--- config.mk ---
export PLATFORM = sky130hd
export DESIGN_NAME = adder_arbiter
export DESIGN_NICKNAME = d
export VERILOG_FILES = /design/src/rtl/adder_arbiter.sv
export SDC_FILE = /design/constraint.sdc
export NUM_CORES = 1
export LEC_CHECK = 0
export ABC_AREA = 1
export BUFFER_PORTS_ARGS = -buffer_cell sky130_fd_sc_hd__buf_2
export CORE_ASPECT_RATIO = 1.2
export CORE_MARGIN = 2
export CORE_UTILIZATION = 45
export DETAILED_ROUTE_END_ITERATION = 8
export PLACE_DENSITY = 0.85
export SYNTH_ARGS = -nofsm -noshare
export SYNTH_HDL_FRONTEND = slang
export SYNTH_SLANG_ARGS = --single-unit
--- constraint.sdc ---
create_clock -name clk -period 2 [get_ports clk]
set_input_delay 0.3 -clock clk [delete_from_list [all_inputs] [get_ports clk]]
set_output_delay 0.3 -clock clk [all_outputs]
set_load 0.02 [all_outputs]
--- src/rtl/adder_arbiter.sv ---
// adder_arbiter
//   Round-robin front end for a single shared combinational adder. Up to NUM_REQ
//   clients raise req with their operands. One client is granted, and its operands
//   are registered onto the adder inputs. The adder result is captured one cycle
//   later and held on a valid/ready result port, tagged with the client index.
//
// Ports
//   clk, n_rst            clock; synchronous active-low reset
//   req[NUM_REQ]          level requests, held until granted
//   req_a/req_b           packed operands, client i at [i*WIDTH +: WIDTH]
//   req_cin[NUM_REQ]      per-client carry-in
//   gnt[NUM_REQ]          one-hot grant, combinational, only while idle
//   adder_a/b/cin         registered operands to the shared adder
//   adder_sum/overflow    adder outputs
//   result_valid/ready    result handshake
//   result_id/sum/overflow captured result and owning client index
module adder_arbiter #(
  parameter int NUM_REQ = 4,
  parameter int WIDTH   = 16,
  localparam int IDW    = $clog2(NUM_REQ)
) (
  input  logic                     clk,
  input  logic                     n_rst,
  input  logic [NUM_REQ-1:0]       req,
  input  logic [NUM_REQ*WIDTH-1:0] req_a,
  input  logic [NUM_REQ*WIDTH-1:0] req_b,
  input  logic [NUM_REQ-1:0]       req_cin,
  output logic [NUM_REQ-1:0]       gnt,
  output logic [WIDTH-1:0]         adder_a,
  output logic [WIDTH-1:0]         adder_b,
  output logic                     adder_cin,
  input  logic [WIDTH-1:0]         adder_sum,
  input  logic                     adder_overflow,
  output logic                     result_valid,
  input  logic                     result_ready,
  output logic [IDW-1:0]           result_id,
  output logic [WIDTH-1:0]         result_sum,
  output logic                     result_overflow
);

  typedef enum logic [1:0] {
    IDLE    = 2'd0,
    COMPUTE = 2'd1,
    DONE    = 2'd2
  } state_t;

  state_t           state;
  state_t           state_d;
  logic [IDW-1:0]   ptr;
  logic [IDW-1:0]   sel;
  logic             found;
  logic             load_ops;
  logic             load_res;
  logic             accept;
  logic [WIDTH-1:0] sel_a;
  logic [WIDTH-1:0] sel_b;
  logic             sel_cin;

  // (v + k) mod NUM_REQ; NUM_REQ need not be a power of two.
  function automatic logic [IDW-1:0] wrap_add(input logic [IDW-1:0] v, input int k);
    int s;
    s = (int'(v) + k) % NUM_REQ;
    return s[IDW-1:0];
  endfunction

  // Round-robin search starting at ptr; the first set request wins.
  always_comb begin
    found = 1'b0;
    sel   = '0;
    for (int i = 0; i < NUM_REQ; i++) begin
      if (!found && req[wrap_add(ptr, i)]) begin
        found = 1'b1;
        sel   = wrap_add(ptr, i);
      end
    end
  end

  always_comb begin
    sel_a   = req_a[int'(sel)*WIDTH +: WIDTH];
    sel_b   = req_b[int'(sel)*WIDTH +: WIDTH];
    sel_cin = req_cin[sel];
  end

  always_ff @(posedge clk) begin
    if (!n_rst) state <= IDLE;
    else        state <= state_d;
  end

  always_comb begin
    state_d  = state;
    gnt      = '0;
    load_ops = 1'b0;
    load_res = 1'b0;
    accept   = 1'b0;
    case (state)
      IDLE: begin
        if (found) begin
          gnt[sel] = 1'b1;
          load_ops = 1'b1;
          state_d  = COMPUTE;
        end
      end
      COMPUTE: begin
        load_res = 1'b1;
        state_d  = DONE;
      end
      DONE: begin
        if (result_ready) begin
          accept  = 1'b1;
          state_d = IDLE;
        end
      end
      default: state_d = IDLE;
    endcase
  end

  assign result_valid = (state == DONE);

  // Operand registers keep their value while idle; ptr moves only on acceptance,
  // so the client just served drops to lowest priority.
  always_ff @(posedge clk) begin
    if (!n_rst) begin
      ptr             <= '0;
      adder_a         <= '0;
      adder_b         <= '0;
      adder_cin       <= 1'b0;
      result_id       <= '0;
      result_sum      <= '0;
      result_overflow <= 1'b0;
    end else begin
      if (load_ops) begin
        adder_a   <= sel_a;
        adder_b   <= sel_b;
        adder_cin <= sel_cin;
        result_id <= sel;
      end
      if (load_res) begin
        result_sum      <= adder_sum;
        result_overflow <= adder_overflow;
      end
      if (accept) ptr <= wrap_add(result_id, 1);
    end
  end

endmodule

==> flow_metrics.env, run 1 <==
export IMPL_power_internal_mw=2.81
export IMPL_min_path_type="primary input to register"
export IMPL_fin_skew_ns=0.00960
export IMPL_synth_warnings=0
export IMPL_cap_violations=0
export IMPL_fill_cells=727
export IMPL_violations="setup timing"
export IMPL_syn2layout_area_growth_pct=54.7
export IMPL_drtIter0Drc=258
export IMPL_layout_min_cycle_time_ns=2.41
export IMPL_path_class="register to primary output"
export IMPL_utilization=0.710
export IMPL_wirelength_um=13200
export IMPL_die_h_um=106
export IMPL_n_antenna_cell=0
export IMPL_worst_setup_path_start_kind="register"
export IMPL_clkLatencyLatePin_ns=0.32
export IMPL_p_sw_frac=0.432
export IMPL_setup_viol=38
export IMPL_grt_pass1_vias=4241
export IMPL_nets=1092
export IMPL_dp_hpwl_um=8460
export IMPL_p_sw_mw=2.13
export IMPL_status="finished, violations left"
export IMPL_power_density_nw_per_um2=821
export IMPL_grt_max_degree=39
export IMPL_path_max_fanout=8
export IMPL_dr_pass1_iters=5
export IMPL_syn_inst=690
export IMPL_clock_sinks=56
export IMPL_final_common_cell="buf_2"
export IMPL_syn_nets=846
export IMPL_ff2ff_setup_slack_ns=-0.34
export IMPL_grt_pass1_wl_um=18500
export IMPL_start_util=0.459
export IMPL_crit_required_ns=1.70
export IMPL_synth_cell_types=27
export IMPL_core_rowCount=37
export IMPL_worstMarginPinSlew_ns=0.684
export IMPL_timing_final_crit_share=1.21
export IMPL_worst_slack_ns=-0.411
export IMPL_die_area_um2=9400
export IMPL_p_leak_nw=3.60
export IMPL_tns_ns=-6.72
export IMPL_arrival_ns=2.11
export IMPL_wl_per_cell_um=12.5
export IMPL_vdd_drop_max_mv=0.463
export IMPL_clk_path_buf_depth=2
export IMPL_antenna_found_initial=0
export IMPL_maxSlewViolCount=0
export IMPL_io_pins=213
export IMPL_slew_limit_headroom=0.543
export IMPL_coreArea_um2=8470
export IMPL_vias=5086
export IMPL_p_seq_frac=0.295
export IMPL_cts_buffers=5
export IMPL_route_detailed_drc=0
export IMPL_p_comb_frac=0.568
export IMPL_cts_tree="yes"
export IMPL_syn_area_um2=3890
export IMPL_yosysSeqAreaShare=0.288
export IMPL_critPathCaptureType="primary output"
export IMPL_final_cell_mix="buf_2 (208), nand2_1 (146), nor2_1 (142)"
export IMPL_synth_seq_cells=56
export IMPL_die_w_um=88.8
export IMPL_drive_above_1_share=0.396
export IMPL_grt_usage=0.243
export IMPL_overflow=0
export IMPL_p_clk_frac=0.137
export IMPL_synth_area_per_cell_um2=5.63
export IMPL_place_gp_congestion=0.857
export IMPL_htreeDepth=2
export IMPL_hold_viol_final=0
export IMPL_drtAntennaViolNets=0
export IMPL_clock_root_buffer="clkbuf_8"
export IMPL_rsz0062_at_grt="true"
export IMPL_numPortBuffers=212
export IMPL_clk_pin_slew_worst_paths_ns=0.11
export IMPL_fmax_mhz=415
export IMPL_vias_per_cell=4.83
## power by group through the flow
stage	sequential (mW)	combinational, mW	clock (mW)
finish	1.45	2.81	0.677
global route	1.48	3.05	0.730
CTS	1.45	2.50	0.688
detailed placement	1.47	2.26	0
global placement	1.47	2.23	0
floorplan	1.72	1.25	0
## cell type report
type                       instances  area (um^2)  area share
sequential                        56         1130       0.188
inverter                         126          490      0.0816
tap                              117          146      0.0243
multi-input combinational        472         2330       0.388
timing repair buffer             274         1820       0.302
clock inverter                     3         25.0     0.00416
clock buffer                       5         68.8      0.0114
timing repair inverter             1         6.26     0.00104
## cells in the mapped netlist (all sizes together)
cell	n	area, um^2
inv	125	472
clkinv	1	3.75
dfxtp	56	1120
clkbuf	8	30.0
nand2	169	666
xor2	1	8.76
nand3	116	631
nand4	1	6.26
buf	28	193
nor2	157	609
or2	1	8.76
nor3	1	5.00
a21oi	5	25.0
a211oi	1	7.51
o21ai	20	100
## worst paths after layout
check                                               start                         end  cells past startpoint
worst max-delay path                  ptr[0]$_SDFFE_PN0P_                      gnt[3]                     14
worst min register to register  result_id[0]$_SDFFE_PN0P_   result_id[0]$_SDFFE_PN0P_                      2
worst min-delay path                         adder_sum[5]  result_sum[5]$_SDFFE_PN0N_                      3
worst max register to register        ptr[0]$_SDFFE_PN0P_   result_id[1]$_SDFFE_PN0P_                     18
## sequential cells by signal (all words and copies together), names as in the netlist
register / cells
result_overflow: 1
result_id: 2
state: 2
adder_cin: 1
result_sum: 16
adder_b: 16
adder_a: 16
ptr: 2
## timing repair
action                     in CTS  in global routing
hold buffers                    0                  0
pin swaps                      14                 32
cloned                          2                  4
gates resized for setup        38                 70
buffers inserted               12                  9
setup endpoints to repair      37                 38
## per-stage QoR
| step | std cells | cell area, um^2 | power, mW | hold slack, ns | setup slack, ns |
|---|---|---|---|---|---|
| finish | 1054 | 6010 | 4.94 | 0.198 | -0.411 |
| detailed placement | 1020 | 5230 | 3.73 | 0.495 | -0.285 |
| floorplan | 690 | 3890 | 2.97 | 0.435 | -0.0490 |
| global route | 1054 | 6010 | 5.26 | 0.202 | -0.510 |
| global placement | 1020 | 5230 | 3.70 | 0.487 | -0.221 |
| CTS | 1042 | 5600 | 4.63 | 0.198 | -0.301 |
## layer usage
metal	part of all wire	up-vias	GRT usage
met3	0.058	39	0.0352
met5	0	-	0
met1	0.40	2284	0.283
met2	0.51	202	0.438
met4	0.031	0	0.0855
li1	-	2561	-
## kinds of logic after synthesis
logic type / after synthesis / synth area share
flops: 56 / 0.288
xor+xnor: 1 / 0.00225
compound gates: 26 / 0.0341
simple gates: 445 / 0.495
buf+inv: 162 / 0.180
## critical path, cell delays in order (launching register included)
cell and delay (ns):
dfxtp_4 0.45, inv_6 0.06, nand2_1 0.07, nand2_2 0.10
nand2_2 0.09, nand2_2 0.06, nor2_4 0.13, nand2_2 0.08
buf_4 0.15, nor2_4 0.11, nor2_4 0.07, nor2_4 0.12
inv_2 0.08, nor2_4 0.10, buf_6 0.13
(Power assumes the default switching activity.)
==> run 2, diff against run 1 <==
- SKIP_LAST_GASP: not set -> 1
==> run 2 against run 1 <==
Against the previous run:
- the flow still finishes with violations (setup timing)
- clock power barely moved
- global-route usage shrank 0.16 points
- sequential cell count unchanged
- clock skew down 0.00073 ns
- register-to-register slack improved by 0.06 ns
- combinational power down 6%
- maximum frequency rose by 1.8%
- non-clock buffer count shrank 7
- first-iteration DRC count shrank 8.5%
- critical path type unchanged
- largest cell class unchanged
- highest routed layer unchanged
==> flow_metrics.env, run 2 (same netlist as run 1, synthesis figures left out) <==
export IMPL_die_h_um=106
export IMPL_tns_ns=-5.43
export IMPL_cts_tree="yes"
export IMPL_grt_usage=0.241
export IMPL_dp_hpwl_um=8460
export IMPL_grt_max_degree=39
export IMPL_route_detailed_drc=0
export IMPL_rsz0062_at_grt="true"
export IMPL_vdd_drop_max_mv=0.423
export IMPL_wl_per_cell_um=11.8
export IMPL_path_max_fanout=6
export IMPL_vias_per_cell=4.75
export IMPL_worst_setup_path_start_kind="register"
export IMPL_place_gp_congestion=0.857
export IMPL_p_leak_nw=3.52
export IMPL_final_common_cell="buf_2"
export IMPL_io_pins=213
export IMPL_grt_pass1_vias=4243
export IMPL_nets=1085
export IMPL_setup_viol=38
export IMPL_clk_path_buf_depth=2
export IMPL_status="finished, violations left"
export IMPL_numPortBuffers=212
export IMPL_clock_sinks=56
export IMPL_die_area_um2=9400
export IMPL_worst_slack_ns=-0.368
export IMPL_grt_busiest_layer="met2"
export IMPL_path_class="register to primary output"
export IMPL_utilization=0.682
export IMPL_dr_pass1_iters=5
export IMPL_grt_pass1_wl_um=18400
export IMPL_maxSlewViolCount=0
export IMPL_cts_buffers=5
export IMPL_drtIter0Drc=236
export IMPL_wirelength_um=12400
export IMPL_antenna_found_initial=0
export IMPL_gr_usage_met3=0.0352
export IMPL_timing_final_crit_share=1.18
export IMPL_crit_required_ns=1.70
export IMPL_fmax_mhz=422
export IMPL_clk_pin_slew_worst_paths_ns=0.11
export IMPL_die_w_um=88.8
export IMPL_fin_skew_ns=0.00887
export IMPL_hold_viol_final=0
export IMPL_coreArea_um2=8470
export IMPL_cap_violations=0
export IMPL_stdcell_count=1047
export IMPL_syn2layout_area_growth_pct=48.6
export IMPL_critPathCaptureType="primary output"
export IMPL_drtAntennaViolNets=0
export IMPL_final_cell_mix="buf_2 (208), nand2_1 (145), nor2_1 (144)"
export IMPL_clock_root_buffer="clkbuf_8"
export IMPL_overflow=0
export IMPL_worstMarginPinSlew_ns=0.694
export IMPL_place_inst=1020
export IMPL_drive_above_1_share=0.366
export IMPL_detailedPlace_worstSlack_ns=-0.285
export IMPL_vias=4973
export IMPL_power_density_nw_per_um2=824
export IMPL_layout_min_cycle_time_ns=2.37
export IMPL_slew_limit_headroom=0.537
export IMPL_hold_ws_ns=0.195
export IMPL_violations="setup timing"
export IMPL_grt_use_met1=0.283
export IMPL_core_rowCount=37
export IMPL_min_path_type="primary input to register"
export IMPL_arrival_ns=2.07
export IMPL_met2_usage=0.433
export IMPL_start_util=0.459
export IMPL_htreeDepth=2
export IMPL_clkLatencyLatePin_ns=0.32
export IMPL_n_antenna_cell=0
export IMPL_top_regs="adder_a (16), adder_b (16), result_sum (16)"
[run 2: cell count changes in the layout (fill, tap and decap cells not counted), moves of 2 or more]
cell | previous run | this run
clkbuf_16 | 3 | 1
nor2_4 | 8 | 6
buf_6 | 13 | 11
buf_8 | 2 | 0
nand3_1 | 82 | 103
nand3_2 | 34 | 13
nor2_1 | 142 | 144
[run 2: stage by stage]
stage / total power, mW / cell area [um^2]
6_report: 4.76 / 5780
5_1_grt: 5.10 / 5780
4_1_cts: 4.62 / 5580
3_5_place_dp: 3.73 / 5230
3_3_place_gp: 3.70 / 5230
2_1_floorplan: 2.97 / 3890
[run 2: path summary, 6_finish.rpt]
path                             startpoint                    endpoint  slack [ns]  cells after the start
hold / removal                 adder_sum[5]  result_sum[5]$_SDFFE_PN0N_        0.19                      3
setup reg to reg        ptr[0]$_SDFFE_PN0P_   result_id[1]$_SDFFE_PN0P_       -0.28                     17
setup / recovery        ptr[1]$_SDFFE_PN0P_                      gnt[3]       -0.37                     14
hold reg to reg   result_id[0]$_SDFFE_PN0P_   result_id[0]$_SDFFE_PN0P_        0.52                      2
[run 2: worst max-delay path, cell delays in order, from the launching register on]
cell and delay [ns]:
dfxtp_2 0.42, inv_4 0.08, nand2_1 0.08, nand2_2 0.09, nand2_1 0.09, nand2_2 0.07, nor2_4 0.12, nand2_2 0.08
or2_4 0.27, nand2_8 0.09, buf_6 0.10, nor2_4 0.03, inv_2 0.07, nor2_2 0.04, buf_6 0.12
[run 2: final cells by class]
class | instances | area, um^2
fillers | 772 | 2700
repair buffers | 267 | 1690
inverters | 126 | 490
multi-input cells | 472 | 2220
clock buffers | 5 | 68.8
flip-flops and latches | 56 | 1130
clock inverters | 3 | 25.0
repair inverters | 1 | 5.00
well taps | 117 | 146
[run 2: power breakdown]
group	total, mW	switching (mW)	internal (mW)
clock network	0.674	0.418	0.257
logic	2.63	1.51	1.12
registers	1.45	0.119	1.33
[run 2: metal layers]
layer | vias up | wire, um
li1 | 2543 | -
met1 | 2209 | 4910
met2 | 184 | 6270
met3 | 37 | 764
met4 | 0 | 402
met5 | - | 0
[run 2: timing repair]
item                                    CTS  global route
buffers inserted                         12             4
cloned                                    2             2
resized for setup                        35            38
hold buffers                              0             0
pin swaps                                14            27
endpoints found under the setup margin   37            38
